### src/rtl/fetch_if.sv
// Fetch-stage bundle: instmem read port, decode handshake and redirect.
// master = fetch unit side, slave = instmem/decode/branch side.
interface fetch_if;
  logic        run;
  logic [11:0] addIM;
  logic [15:0] outIM;
  logic [15:0] inst_out;
  logic        inst_valid;
  logic        inst_ready;
  logic [11:0] pc_out;
  logic        br_taken;
  logic [11:0] br_target;
  logic        halted;

  modport master (
    input  run, outIM, inst_ready, br_taken, br_target,
    output addIM, inst_out, inst_valid, pc_out, halted
  );

  modport slave (
    output run, outIM, inst_ready, br_taken, br_target,
    input  addIM, inst_out, inst_valid, pc_out, halted
  );
endinterface

### src/rtl/fetch_unit.sv
// Instruction fetch stage in front of a registered-read instmem.
// Optional HALT-opcode stop is built when FETCH_HALT_EN is defined.
module fetch_unit #(
  parameter logic [11:0] RESET_PC = 12'h000
) (
  input  logic     clk,
  input  logic     rst,
  fetch_if.master  bus
);

  logic [11:0] pc_f;
  logic [11:0] pc_d;
  logic        vld;
  logic        halted;
  logic        halt_hit;
  logic        adv;

`ifdef FETCH_HALT_EN
  assign halt_hit = vld & bus.inst_ready & (bus.outIM[15:12] == 4'hF);

  // Once halted, only a redirect (or reset) restarts fetching.
  always_ff @(posedge clk or posedge rst) begin
    if (rst) begin
      halted <= 1'b0;
    end else if (bus.br_taken) begin
      halted <= 1'b0;
    end else if (halt_hit) begin
      halted <= 1'b1;
    end
  end
`else
  assign halt_hit = 1'b0;
  assign halted   = 1'b0;
`endif

  assign adv = bus.run & ~halted & (~vld | bus.inst_ready) & ~halt_hit;

  // While an unaccepted word sits on outIM, re-read its address so it stays put.
  assign bus.addIM      = (vld & ~adv) ? pc_d : pc_f;
  assign bus.inst_out   = bus.outIM;
  assign bus.inst_valid = vld;
  assign bus.pc_out     = pc_d;
  assign bus.halted     = halted;

  always_ff @(posedge clk or posedge rst) begin
    if (rst) begin
      pc_f <= RESET_PC;
      pc_d <= 12'h000;
      vld  <= 1'b0;
    end else if (bus.br_taken) begin
      pc_f <= bus.br_target;
      vld  <= 1'b0;
    end else if (halt_hit) begin
      vld  <= 1'b0;
    end else if (adv) begin
      pc_d <= pc_f;
      pc_f <= pc_f + 12'd1;
      vld  <= 1'b1;
    end else if (vld & bus.inst_ready) begin
      vld  <= 1'b0;
    end
  end

endmodule

### src/flat_wrapper.sv
// flat-port wrapper written by rule: the top's interface ports become plain ports
module fetch_unit_flat 
#(
  parameter logic [11:0] RESET_PC = 12'h000
)
  (clk, rst, bus_run, bus_outIM, bus_inst_ready, bus_br_taken, bus_br_target, bus_addIM, bus_inst_out, bus_inst_valid, bus_pc_out, bus_halted);
  fetch_if bus_i ();
  input  logic clk;
  input  logic rst;
  input wire logic [$bits(bus_i.run)-1:0] bus_run;
  input wire logic [$bits(bus_i.outIM)-1:0] bus_outIM;
  input wire logic [$bits(bus_i.inst_ready)-1:0] bus_inst_ready;
  input wire logic [$bits(bus_i.br_taken)-1:0] bus_br_taken;
  input wire logic [$bits(bus_i.br_target)-1:0] bus_br_target;
  output wire logic [$bits(bus_i.addIM)-1:0] bus_addIM;
  output wire logic [$bits(bus_i.inst_out)-1:0] bus_inst_out;
  output wire logic [$bits(bus_i.inst_valid)-1:0] bus_inst_valid;
  output wire logic [$bits(bus_i.pc_out)-1:0] bus_pc_out;
  output wire logic [$bits(bus_i.halted)-1:0] bus_halted;
  assign bus_i.run = bus_run;
  assign bus_i.outIM = bus_outIM;
  assign bus_i.inst_ready = bus_inst_ready;
  assign bus_i.br_taken = bus_br_taken;
  assign bus_i.br_target = bus_br_target;
  assign bus_addIM = bus_i.addIM;
  assign bus_inst_out = bus_i.inst_out;
  assign bus_inst_valid = bus_i.inst_valid;
  assign bus_pc_out = bus_i.pc_out;
  assign bus_halted = bus_i.halted;
  fetch_unit #(.RESET_PC(RESET_PC)) u_core (.clk(clk), .rst(rst), .bus(bus_i));
endmodule
### config.mk
export PLATFORM = sky130hd
export DESIGN_NAME = fetch_unit_flat
export DESIGN_NICKNAME = d
export VERILOG_FILES = /design/src/rtl/fetch_if.sv /design/src/rtl/fetch_unit.sv /design/src/flat_wrapper.sv
export SDC_FILE = /design/constraint.sdc
export NUM_CORES = 1
export LEC_CHECK = 0
export ABC_CLOCK_PERIOD_IN_PS = 2800
export BUFFER_PORTS_ARGS = -buffer_cell sky130_fd_sc_hd__buf_2
export CAP_MARGIN = 15
export CORE_UTILIZATION = 48
export DETAILED_ROUTE_END_ITERATION = 16
export PLACE_DENSITY = 0.84
export SYNTH_ARGS = -nofsm -noshare
export SYNTH_HDL_FRONTEND = slang
export SYNTH_SLANG_ARGS = --single-unit
### constraint.sdc
create_clock -name clk -period 2.8 [get_ports clk]
set_input_delay 0.28 -clock clk [delete_from_list [all_inputs] [get_ports clk]]
set_output_delay 0.28 -clock clk [all_outputs]
set_load 0.005 [all_outputs]
======== Yosys cells after proc, flatten, opt, wreduce, memory -nomap -nowiden ========
Cells that the tools add are included.
cells by class
  add/subtract/negate cells ............... 1
  muxes and demuxes ....................... 6
  bitwise logic cells ..................... 7
  reduce and logical (&&, ||, !) cells .... 3
operators by type and width
  kind                                           number
  two-way mux 12 bit                             3
  adder 12 x 1 -> 12 bit, second input constant  1
  bitwise AND 1 bit                              3
  two-way mux 1 bit                              3
  NOT 1 bit                                      3
  nonzero test 3 bit                             1
  AND reduction 2 bit                            1
  nonzero test 2 bit                             1
  OR 1 bit                                       1
storage, ports and cells
  register bits after elaboration ......... 25
  input bits .............................. 33
  word-level logic and storage cells ...... 20

======== Depth between registers and ports, before layout ========
Gate-level depths: netlist (run 1).
  word-level depth ........................ 6
  depth in mapped cells ................... 6

======== Least setup slack after synthesis (run 1) ========
OpenSTA, ideal clock, no wires.
  path kind ............................... input to output
  start point ............................. input port bus_run
  end point ............................... output port bus_addIM[2]
  arrival ................................. 1.297 ns
  slack ................................... 1.223 ns
  cell stages on the path ................. 4
  buffers on the path ..................... 2
  cells stage by stage .................... buf_4 a21boi_1 buf_2 mux2_2
on the way
  cells in the longest elaborated chain, start to end .. 4
ends and longest elaborated chain
  element             RTL line            text
  from (decl)         flat_wrapper.sv:10  input wire logic [$bits(bus_i.run)-1:0] bus_run;
  bitwise AND 1 bit   fetch_unit.sv:36    assign adv = bus.run & ~halted & (~vld | bus.inst_ready) & ~halt_hit;
  NOT 1 bit           fetch_unit.sv:39    assign bus.addIM = (vld & ~adv) ? pc_d : pc_f;
  bitwise AND 1 bit   fetch_unit.sv:39
  two-way mux 12 bit  fetch_unit.sv:39
  to (decl)           flat_wrapper.sv:15  output wire logic [$bits(bus_i.addIM)-1:0] bus_addIM;
Every way passes these cells.

======== Worst setup path after layout (run 1) ========
  start point ............................. register u_core.vld, in the netlist u_core.bus.inst_valid
  end point ............................... register u_core.pc_d[8], in the netlist u_core.bus.pc_out[8]
on the way
  cells in the longest elaborated chain, start to end .. 4
ends and longest elaborated chain
  element                               RTL line          text
  from (decl)                           fetch_unit.sv:13  logic vld;
  from (signal assigned)                fetch_unit.sv:49  vld <= 1'b0;
  from (signal assigned)                fetch_unit.sv:52  vld <= 1'b0;
  from (signal assigned)                fetch_unit.sv:54  vld <= 1'b0;
  NOT 1 bit                             fetch_unit.sv:36
  OR 1 bit                              fetch_unit.sv:36
  bitwise AND 1 bit                     fetch_unit.sv:36
  AND reduction 2 bit (no source line)  -
  to (signal assigned)                  fetch_unit.sv:56  pc_d <= pc_f;
  to (decl)                             fetch_unit.sv:12  logic [11:0] pc_d;
Every way passes these cells.
A chain may end at the register's enable or synchronous reset.

==> summary.md, run 1 <==
| Metric | Value |
|---|---|
| Port bufs | `between 40 and 50` |
| Iteration-0 DRC Markers | `51` |
| Setup TNS | `0 ns` |
| Pwr/cell area | `543 nW/um2` |
| Worst-path clk slew | `between 0.1 and 0.15 ns` |
| Part of the cycle the worst path needs | `a little under three quarters` |
| Pre-CTS WS | `around 0.81 ns` |
| Number of synthesized register bits | `25` |
| DRT Pass-1 Iters | `10` |
| Failing checks | `design-rule violations` |
| Most frequent cells in the layout | `buf_2, dfrtp_1, mux2_2` |
| Detailed-route via count | `around 1100` |
| P_sw | `between 200 and 300 uW` |
| Initial antenna violation count | `0` |
| Clk sinks | `25` |
| Syn Nets | `approximately 170` |
| Max Root-Sink Buffers | `2` |
| Fin area | `around 1600 um2` |
| Die X-Extent | `about 57 um` |
| Final setup viols | `0` |
| Post-CTS setup buffer count | `0` |
| Fmax | `roughly 0.5 GHz` |
| Critical Path AT | `2.22 ns` |
| Final hold vios | `0` |
| CP delay by family, top | `simple AND/OR/NAND/NOR gates` |
| Post-Layout Cell Count | `slightly below 200` |
| Net Sw Frac | `around 31%` |
| Synthesized instance count | `139` |
| Fraction of layout cells with a size suffix above 1 | `between 40% and 50%` |
| Fill count | `between 200 and 300` |
| Nets | `198` |
| Metal2 WL | `1460 um` |
| Synth warnings | `0` |
| Post-CTS Resized | `0` |
| Avg WL per Cell | `~15 um` |
| Critical-path maximum fanout | `8` |
| Crit end category | `register` |
| Slew Viols, Final | `0` |
| Largest net degree at the start of global routing | `26` |
| CP max stage delay | `approximately 0.47 ns` |
| Dominant synthesized flop cell | `dfrtp_1` |
| Post-placement cell count | `190` |
| Setup ws final | `0.808 ns` |
| GPL Wtd Cong | `between 0.8 and 0.9` |
| Worst VDD drop | `between 200 and 250 uV` |
| Metal3 WL | `between 100 and 150 um` |
| Initial core utilization | `between 50% and 60%` |
| EDFF count, synth | `0` |
| Register area share after synthesis | `43.1%` |
| Die area | `3250 um2` |
| Final wirelength | `2900 um` |
| Vias in the first global route | `1036` |
| CP startpoint kind | `register` |
| CTS tree | `built` |
| Commonest non-fill, non-tap cell in the layout | `buf_2` |
| Clk network pwr share | `between 10% and 20%` |
| Avg Synthesized Cell Area | `10.4 um2` |
| CTS root buf | `clkbuf_4` |
| Combinational power share | `approximately 26%` |
| GR Util All Layers | `around a fifth` |
| # hold bufs at CTS | `0` |
| Global-route wire length before repair | `roughly 4700 um` |
| Status | `complete, but fails checks` |
| Crit. Startpoint | `u_core.bus.inst_valid` |
| CTS Buf Count | `3` |
| Area Overhead vs Synth | `8.71%` |
| Slew HR | `37.5%` |
| Minimum clock period | `~2 ns` |
| Placed cell area | `between 1500 and 2000 um2` |
| Worst Tran Pin Value | `approximately 0.94 ns` |
| Worst-path cell chain | `nand2b_1 -> nand2_1 -> nor2_1 -> buf_4 -> mux2_2` |
| Rows | `19` |
| Static Leakage | `approximately 0.72 nW` |
| Clk_skew | `roughly 0.0079 ns` |
| Internal cell power | `595 uW` |
| DP HPWL | `between 2000 and 2500 um` |
| GRT overflow | `0` |
| DRC violations left | `8` |
| WP buf/inv | `1` |
| Slowest cell on crit path | `nor2_1` |
| Antenna cells | `0` |
| Crit Reg-Reg Startpoint | `u_core.bus.inst_valid` |
| Crit path kind | `register to register` |
| Critical path required time | `around 3.0 ns` |
| Highest routed metal layer | `met4` |
| Cell Area, Synth | `between 1000 and 1500 um2` |
| Clk_lat worst skew | `0.32 ns` |
| Post-DRT Antenna Nets | `0` |
| Core ar. | `about 2800 um2` |
| Post-synth cell types | `31` |
| Vias per inst | `around 5.5` |
| Max_cap viols | `0` |
| H-Tree Level Count | `1` |
| I/O pin cnt | `75` |
| Total Power | `approximately 860 uW` |
| Share of flip-flops with an asynchronous set or reset | `100%` |
| HP Class | `primary input to async pin` |
| Die extent in y | `about 57 um` |
| Sequential power share | `between 50% and 60%` |
| Met1 WL | `~1200 um` |
| RSZ-0062 raised after global routing | `no` |
-- metal layers --
metal | vias up | GRT usage [%]
li1 | 518 | -
met1 | 501 | 22.7
met2 | 35 | 33.9
met3 | 8 | 2.95
met4 | 0 | 8.01
met5 | - | 0
-- through the flow --
stage	hold slack (ns)	util, %
floorplan	0.307	-
global placement	0.490	55.3
detailed placement	0.492	55.3
CTS	0.146	56.2
global route	0.146	56.2
finish	0.140	56.2
-- sequential cells by signal (all words and copies together), names as in the netlist --
name                   flops
u_core.bus.pc_out         12
u_core.bus.inst_valid      1
u_core.pc_f               12
-- cells in the mapped netlist, drive strengths merged (3+ instances only) --
library cell	n	share of area (%)
nand4	4	2.8
a31oi	4	1.7
dfrtp	25	43
nand2	12	3.1
o21ai	11	3.8
xor2	6	3.6
mux2	23	18
inv	3	0.78
nand3	5	2.1
buf	21	11
nor2	5	1.3
or3	3	1.3
-- cells by family (layout without fill, tap and decap cells) --
kind of cell    after synthesis  in the layout  share of synthesized area, %
flops                        25             25                          43.1
buf+inv                      27             51                          12.1
other cells                   1              1                         0.258
xor+xnor                      6              6                          3.62
compound gates               19             19                          7.41
mux                          24             24                          18.5
fa+ha+maj                     1              1                         0.862
simple gates                 36             36                          14.1
-- area by class of cell --
type / instances / area (um2) / share of cell area [%]
inverters: 4 / 15.0 / 0.952
repair buffers: 43 / 220 / 14.0
clock buffers: 3 / 22.5 / 1.43
clock inverters: 1 / 5.00 / 0.317
well taps: 31 / 38.8 / 2.46
multi-input cells: 87 / 651 / 41.2
flip-flops and latches: 25 / 626 / 39.7
-- power groups by stage --
stage	Clock, mW	Sequential, mW	Combinational (mW)
global placement	0	0.473	0.214
finish	0.166	0.472	0.219
floorplan	0	0.470	0.144
global route	0.188	0.482	0.243
CTS	0.170	0.472	0.223
detailed placement	0	0.479	0.222
-- worst register-to-register path, cell delays in order, from the launching register on --
cell,delay (ns)
dfrtp_1,0.41
nand2b_1,0.25
nand2_1,0.17
nor2_1,0.47
buf_4,0.26
mux2_2,0.35
-- worst paths after layout --
path,to,slack [ns],depth (start not counted)
min in group clk,u_core.pc_f[5],0.15,3
max in group asynchronous,u_core.pc_f[1],2.09,2
min reg2reg,u_core.bus.pc_out[1],0.53,1
min,u_core.bus.pc_out[7],0.14,2
max,u_core.bus.pc_out[8],0.81,5
max reg2reg,u_core.bus.pc_out[8],0.81,5
(Power assumes the default switching activity.)
==> inputs of run 2 (changes only) <==
- ABC_AREA: unset -> 1
- ABC_CLOCK_PERIOD_IN_PS: 2800 -> 2000
- CORE_UTILIZATION: 48 -> 46
- PLACE_DENSITY: 0.84 -> 0.8
- clock period: 2.8 -> 2 ns (I/O delays scaled with it)
==> summary.md, run 2 <==
| Metric | Value |
|---|---|
| Syn Nets | `250` |
| Cell Area, Synth | `about 1600 um2` |
| Critical path required time | `~1.8 ns` |
| Avg WL per Cell | `11.1 um` |
| Area taken by multi-input logic gates | `roughly 650 um2` |
| Die X-Extent | `between 60 and 70 um` |
| Initial antenna violation count | `0` |
| RSZ-0062 raised after global routing | `no` |
| Commonest non-fill, non-tap cell in the layout | `nand2_1` |
| CP startpoint kind | `register` |
| DP HPWL | `2290 um` |
| Top cell type's share of synthesized area | `roughly two fifths` |
| Clk_lat worst skew | `around 0.33 ns` |
| Rows | `20` |
| Most frequent cells in the layout | `nand2_1, buf_2, o21ai_0` |
| GR Util All Layers | `19.3%` |
| Fmax | `0.563 GHz` |
| Number of synthesized register bits | `25` |
| Synthesized instance count | `between 200 and 250` |
| Nets | `274` |
| CTS root buf | `clkbuf_4` |
| Clk sinks | `25` |
| Max Root-Sink Buffers | `2` |
| Final wirelength | `between 3000 and 4000 um` |
| Max_cap viols | `0` |
| Dominant synthesized flop cell | `dfrtp_1` |
| Critical-path maximum fanout | `24` |
| Detailed-route via count | `around 1400` |
| I/O pin cnt | `75` |
| Worst-path clk slew | `0.14 ns` |
| Post-layout util | `54.0%` |
| Count leader, synth | `nand2_1` |
| Crit end category | `output pin` |
| GRT overflow | `0` |
| Clk_skew | `0.00330 ns` |
| Fin area | `~1700 um2` |
| Global-route wire length before repair | `5230 um` |
| Share of flip-flops with an asynchronous set or reset | `100%` |
| Cell taking the most area after synthesis | `dfrtp_1` |
| Vias per inst | `about 4.8` |
| Register area share after synthesis | `39.9%` |
| DRC violations left | `0` |
| Fraction of layout cells with a size suffix above 1 | `a little under a quarter` |
| Area Overhead vs Synth | `8.79%` |
| EDFF count, synth | `0` |
| Largest net degree at the start of global routing | `26` |
| Worst VDD drop | `a little under 300 uV` |
| Die area | `~3600 um2` |
| GPL Wtd Cong | `0.856` |
| Critical Path AT | `~1.6 ns` |
| Die extent in y | `~60 um` |
| Antenna cells | `0` |
| Vias in the first global route | `1209` |
| Port bufs | `just over 40` |
| Synth warnings | `0` |
| Placed cell area | `between 1500 and 2000 um2` |
| Sequential Area | `approximately 630 um2` |
| Initial core utilization | `49.7%` |
| Final setup viols | `0` |
| Pwr/cell area | `about 710 nW/um2` |
| Most instantiated cells after synthesis | `nand2_1, o21ai_0, inv_1, dfrtp_1, buf_4` |
| Iteration-0 DRC Markers | `45` |
| Minimum clock period | `around 1.8 ns` |
| Final hold vios | `0` |
| Crit path kind | `register to output pin` |
| Fill count | `330` |
| Post-synth cell types | `26` |
| CTS tree | `built` |
| Part of the cycle the worst path needs | `between 80% and 90%` |
| H-Tree Level Count | `1` |
| Synth area leaders | `dfrtp_1, nand2_1, buf_4` |
| DRT Pass-1 Iters | `5` |
| Static Leakage | `about 0.9 nW` |
| Post-CTS setup buffer count | `0` |
| Setup TNS | `0 ns` |
| Status | `finished clean` |
| Slew Viols, Final | `0` |
| Avg Synthesized Cell Area | `roughly 7.3 um2` |
| HP Class | `primary input to register` |
| CTS Buf Count | `3` |
| Core ar. | `3150 um2` |
| Total Power | `around 1.2 mW` |
| Post-DRT Antenna Nets | `0` |
-- run 2: metrics by stage --
stage / hold WS, ns / setup slack [ns] / cells
final: 0.0750 / 0.225 / 283
after global routing: 0.0767 / 0.0822 / 283
after CTS: 0.0790 / 0.226 / 283
after detailed placement: 0.271 / 0.609 / 278
after global placement: 0.264 / 0.600 / 278
after floorplan: 0.227 / 0.773 / 216
-- run 2: where the power goes --
part | leakage [nW] | switching, mW | internal, mW
Clock | 0.0177 | 0.159 | 0.0752
Sequential | 0.307 | 0.0718 | 0.578
Combinational | 0.574 | 0.175 | 0.145
-- run 2: repair_timing --
| action | 4_1_cts | 5_1_grt |
|---|---|---|
| hold endpoints to repair | 25 | 0 |
| hold buffers | 1 | 0 |
| endpoints found under the setup margin | 0 | 0 |
| resized for setup | 0 | 0 |
-- run 2: worst max-delay path, cell delays in order, from the launching register on --
cell     delay (ns)
dfrtp_1        0.43
nand2_2        0.11
nand2_4        0.08
nand2_1        0.07
buf_4          0.23
nand2_1        0.08
o21ai_0        0.09
buf_2          0.14
-- run 2: area by class of cell --
class	instances	area share, %
Sequential cell	25	36.7
Clock buffer	3	1.32
Clock inverter	1	0.294
Inverter	29	6.39
Tap cell	44	3.23
Multi-Input combinational cell	136	38.1
Timing Repair Buffer	45	14.0
-- run 2: logic make-up (layout without fill, tap and decap cells) --
kind of cell               Yosys count  count (layout)  share of synthesized area (%)
and+or+nand+nor                     92              92                           25.1
buffers and inverters               55              78                           18.6
AOI/OAI and AO/OA                   37              37                           12.5
DFF                                 25              25                           39.9
xor gates and xnor gates             5               5                           2.80
adders and majority gates            1               1                          0.799
other                                1               1                          0.239
-- run 2: worst paths after layout --
check                                           start                    to  slack (ns)  cells past startpoint
min in group asynchronous                         rst  u_core.bus.pc_out[5]        0.45                      4
worst min-delay path                 bus_br_target[8]        u_core.pc_f[8]        0.07                      3
worst min register to register   u_core.bus.pc_out[0]  u_core.bus.pc_out[0]        0.55                      2
worst max-delay path            u_core.bus.inst_valid          bus_addIM[1]        0.22                      7
worst max register to register         u_core.pc_f[0]       u_core.pc_f[10]        0.61                      8
max in group asynchronous                         rst  u_core.bus.pc_out[1]        1.31                      4
-- run 2: routing by layer --
| layer | vias up | GRT usage [%] | wire length, um | share of wire (%) |
|---|---|---|---|---|
| li1 | 704 | - | - | - |
| met4 | 0 | 7.31 | 32 | 1.0 |
| met3 | 5 | 2.99 | 176 | 5.6 |
| met1 | 612 | 26.3 | 1550 | 50 |
| met5 | - | 0 | 0 | 0 |
| met2 | 44 | 30.9 | 1370 | 44 |
==> inputs of run 3 (changes only) <==
- ABC_AREA: 1 -> unset
- CORE_UTILIZATION: 46 -> 45
==> summary.md, run 3 (same netlist as run 1, synthesis figures left out) <==
| Metric | Value |
|---|---|
| Status | `finished clean` |
| DRT Pass-1 Iters | `4` |
| Post-CTS setup buffer count | `0` |
| Slew Viols, Final | `0` |
| Critical path required time | `1.80 ns` |
| Die X-Extent | `58.8 um` |
| Min Hold Slack | `about 0.084 ns` |
| GPL Wtd Cong | `0.819` |
| Worst VDD drop | `roughly 280 uV` |
| Area Overhead vs Synth | `11.0%` |
| Total Power | `between 1 and 1.5 mW` |
| Fraction of layout cells with a size suffix above 1 | `around 45%` |
| Commonest non-fill, non-tap cell in the layout | `buf_2` |
| Clk_lat worst skew | `just over 0.3 ns` |
| Setup TNS | `0 ns` |
| Critical-path maximum fanout | `13` |
| Final setup viols | `0` |
| Nets | `200` |
| Clk_skew | `roughly 0.0014 ns` |
| RSZ-0062 raised after global routing | `no` |
| H-Tree Level Count | `1` |
| Initial antenna violation count | `0` |
| Post-DRT Antenna Nets | `0` |
| Pwr/cell area | `~740 nW/um2` |
| Final hold vios | `0` |
| GR Util All Layers | `between 10% and 20%` |
| CP startpoint kind | `register` |
| Iteration-0 DRC Markers | `37` |
| Largest net degree at the start of global routing | `26` |
| Final wirelength | `roughly 2900 um` |
| Pre-CTS WS | `0.387 ns` |
| Vias per inst | `~5.2` |
| Fmax | `around 0.56 GHz` |
| Crit path kind | `register to output pin` |
| GRT overflow | `0` |
| Setup ws final | `0.206 ns` |
| Max Root-Sink Buffers | `2` |
| Minimum clock period | `about 1.8 ns` |
| Detailed-route via count | `1096` |
| Clk sinks | `25` |
| DP HPWL | `roughly 2200 um` |
| Static Leakage | `0.732 nW` |
| Max_cap viols | `0` |
| Port bufs | `between 40 and 50` |
| I/O pin cnt | `75` |
| Rows | `20` |
| Global-route wire length before repair | `4420 um` |
| Die area | `3460 um2` |
| Initial core utilization | `~48%` |
| Vias in the first global route | `about 1100` |
| CTS tree | `built` |
| DRC violations left | `0` |
| Most frequent cells in the layout | `buf_2, dfrtp_1, mux2_2` |
| Crit end category | `output pin` |
| Core ar. | `approximately 3100 um2` |
| Placed cell area | `around 1600 um2` |
| CTS root buf | `clkbuf_4` |
| Avg WL per Cell | `13.8 um` |
| Critical Path AT | `1.59 ns` |
| CTS Buf Count | `3` |
| Antenna cells | `0` |
| Worst-path clk slew | `between 0.1 and 0.15 ns` |
| Fin area | `1610 um2` |
| Part of the cycle the worst path needs | `89.7%` |
| Post-CTS Resized | `0` |
| Die extent in y | `approximately 60 um` |
| HP Class | `primary input to register` |
## run 3: cell count changes in the layout (fill, tap and decap cells not counted), sizes merged, moves of 3 or more
cell and change:
nor2 -11, nand3 -4, o21ai -18, mux2 +23
inv -26, a31oi +3, nand2 -51, or3 +3
## run 3: where the power goes
group / total (mW) / internal [mW] / leakage, nW / switching (mW)
clock network: 0.221 / 0.0747 / 0.0177 / 0.146
logic: 0.309 / 0.176 / 0.418 / 0.133
registers: 0.658 / 0.584 / 0.297 / 0.0740
## run 3: metal layers
metal | vias to the layer above | GRT usage [%] | part of all wire (%)
met3 | 6 | 2.42 | 4.2
li1 | 522 | - | -
met1 | 536 | 17.7 | 40
met5 | - | 0 | 0
met2 | 32 | 31.7 | 54
met4 | 0 | 9.52 | 1.3
## run 3: repair_timing
action,4_1_cts,5_1_grt
hold buffers,1,0
hold endpoints to repair,25,0
setup endpoints to repair,0,0
## run 3: cell type report
| type | instances | area [um2] |
|---|---|---|
| clock inverters | 1 | 5.00 |
| repair buffers | 45 | 238 |
| inverters | 4 | 15.0 |
| fillers | 284 | 1440 |
| flip-flops and latches | 25 | 626 |
| clock buffers | 3 | 22.5 |
| well taps | 44 | 55.1 |
| multi-input cells | 87 | 651 |
## run 3: worst paths after layout
check                                           start  depth (start not counted)                     to  slack, ns
worst max-delay path            u_core.bus.inst_valid                          4           bus_addIM[0]       0.21
worst min-delay path                 bus_br_target[5]                          3         u_core.pc_f[5]       0.08
min in group asynchronous                         rst                          4  u_core.bus.pc_out[11]       0.46
max in group asynchronous                         rst                          4         u_core.pc_f[7]       1.30
worst max register to register  u_core.bus.inst_valid                          5   u_core.bus.pc_out[4]       0.35
worst min register to register   u_core.bus.pc_out[1]                          1   u_core.bus.pc_out[1]       0.53
## run 3: critical path, stage by stage (launching register included)
cell and delay, ns:
dfrtp_1 0.40, a21boi_1 0.17, buf_4 0.23, mux2_2 0.36
buf_2 0.13
## run 3: stage by stage
step	instances	utilization [%]
2_1_floorplan	139	-
3_3_place_gp	204	51.6
3_5_place_dp	204	51.6
4_1_cts	209	52.8
5_1_grt	209	52.8
6_report	209	52.8
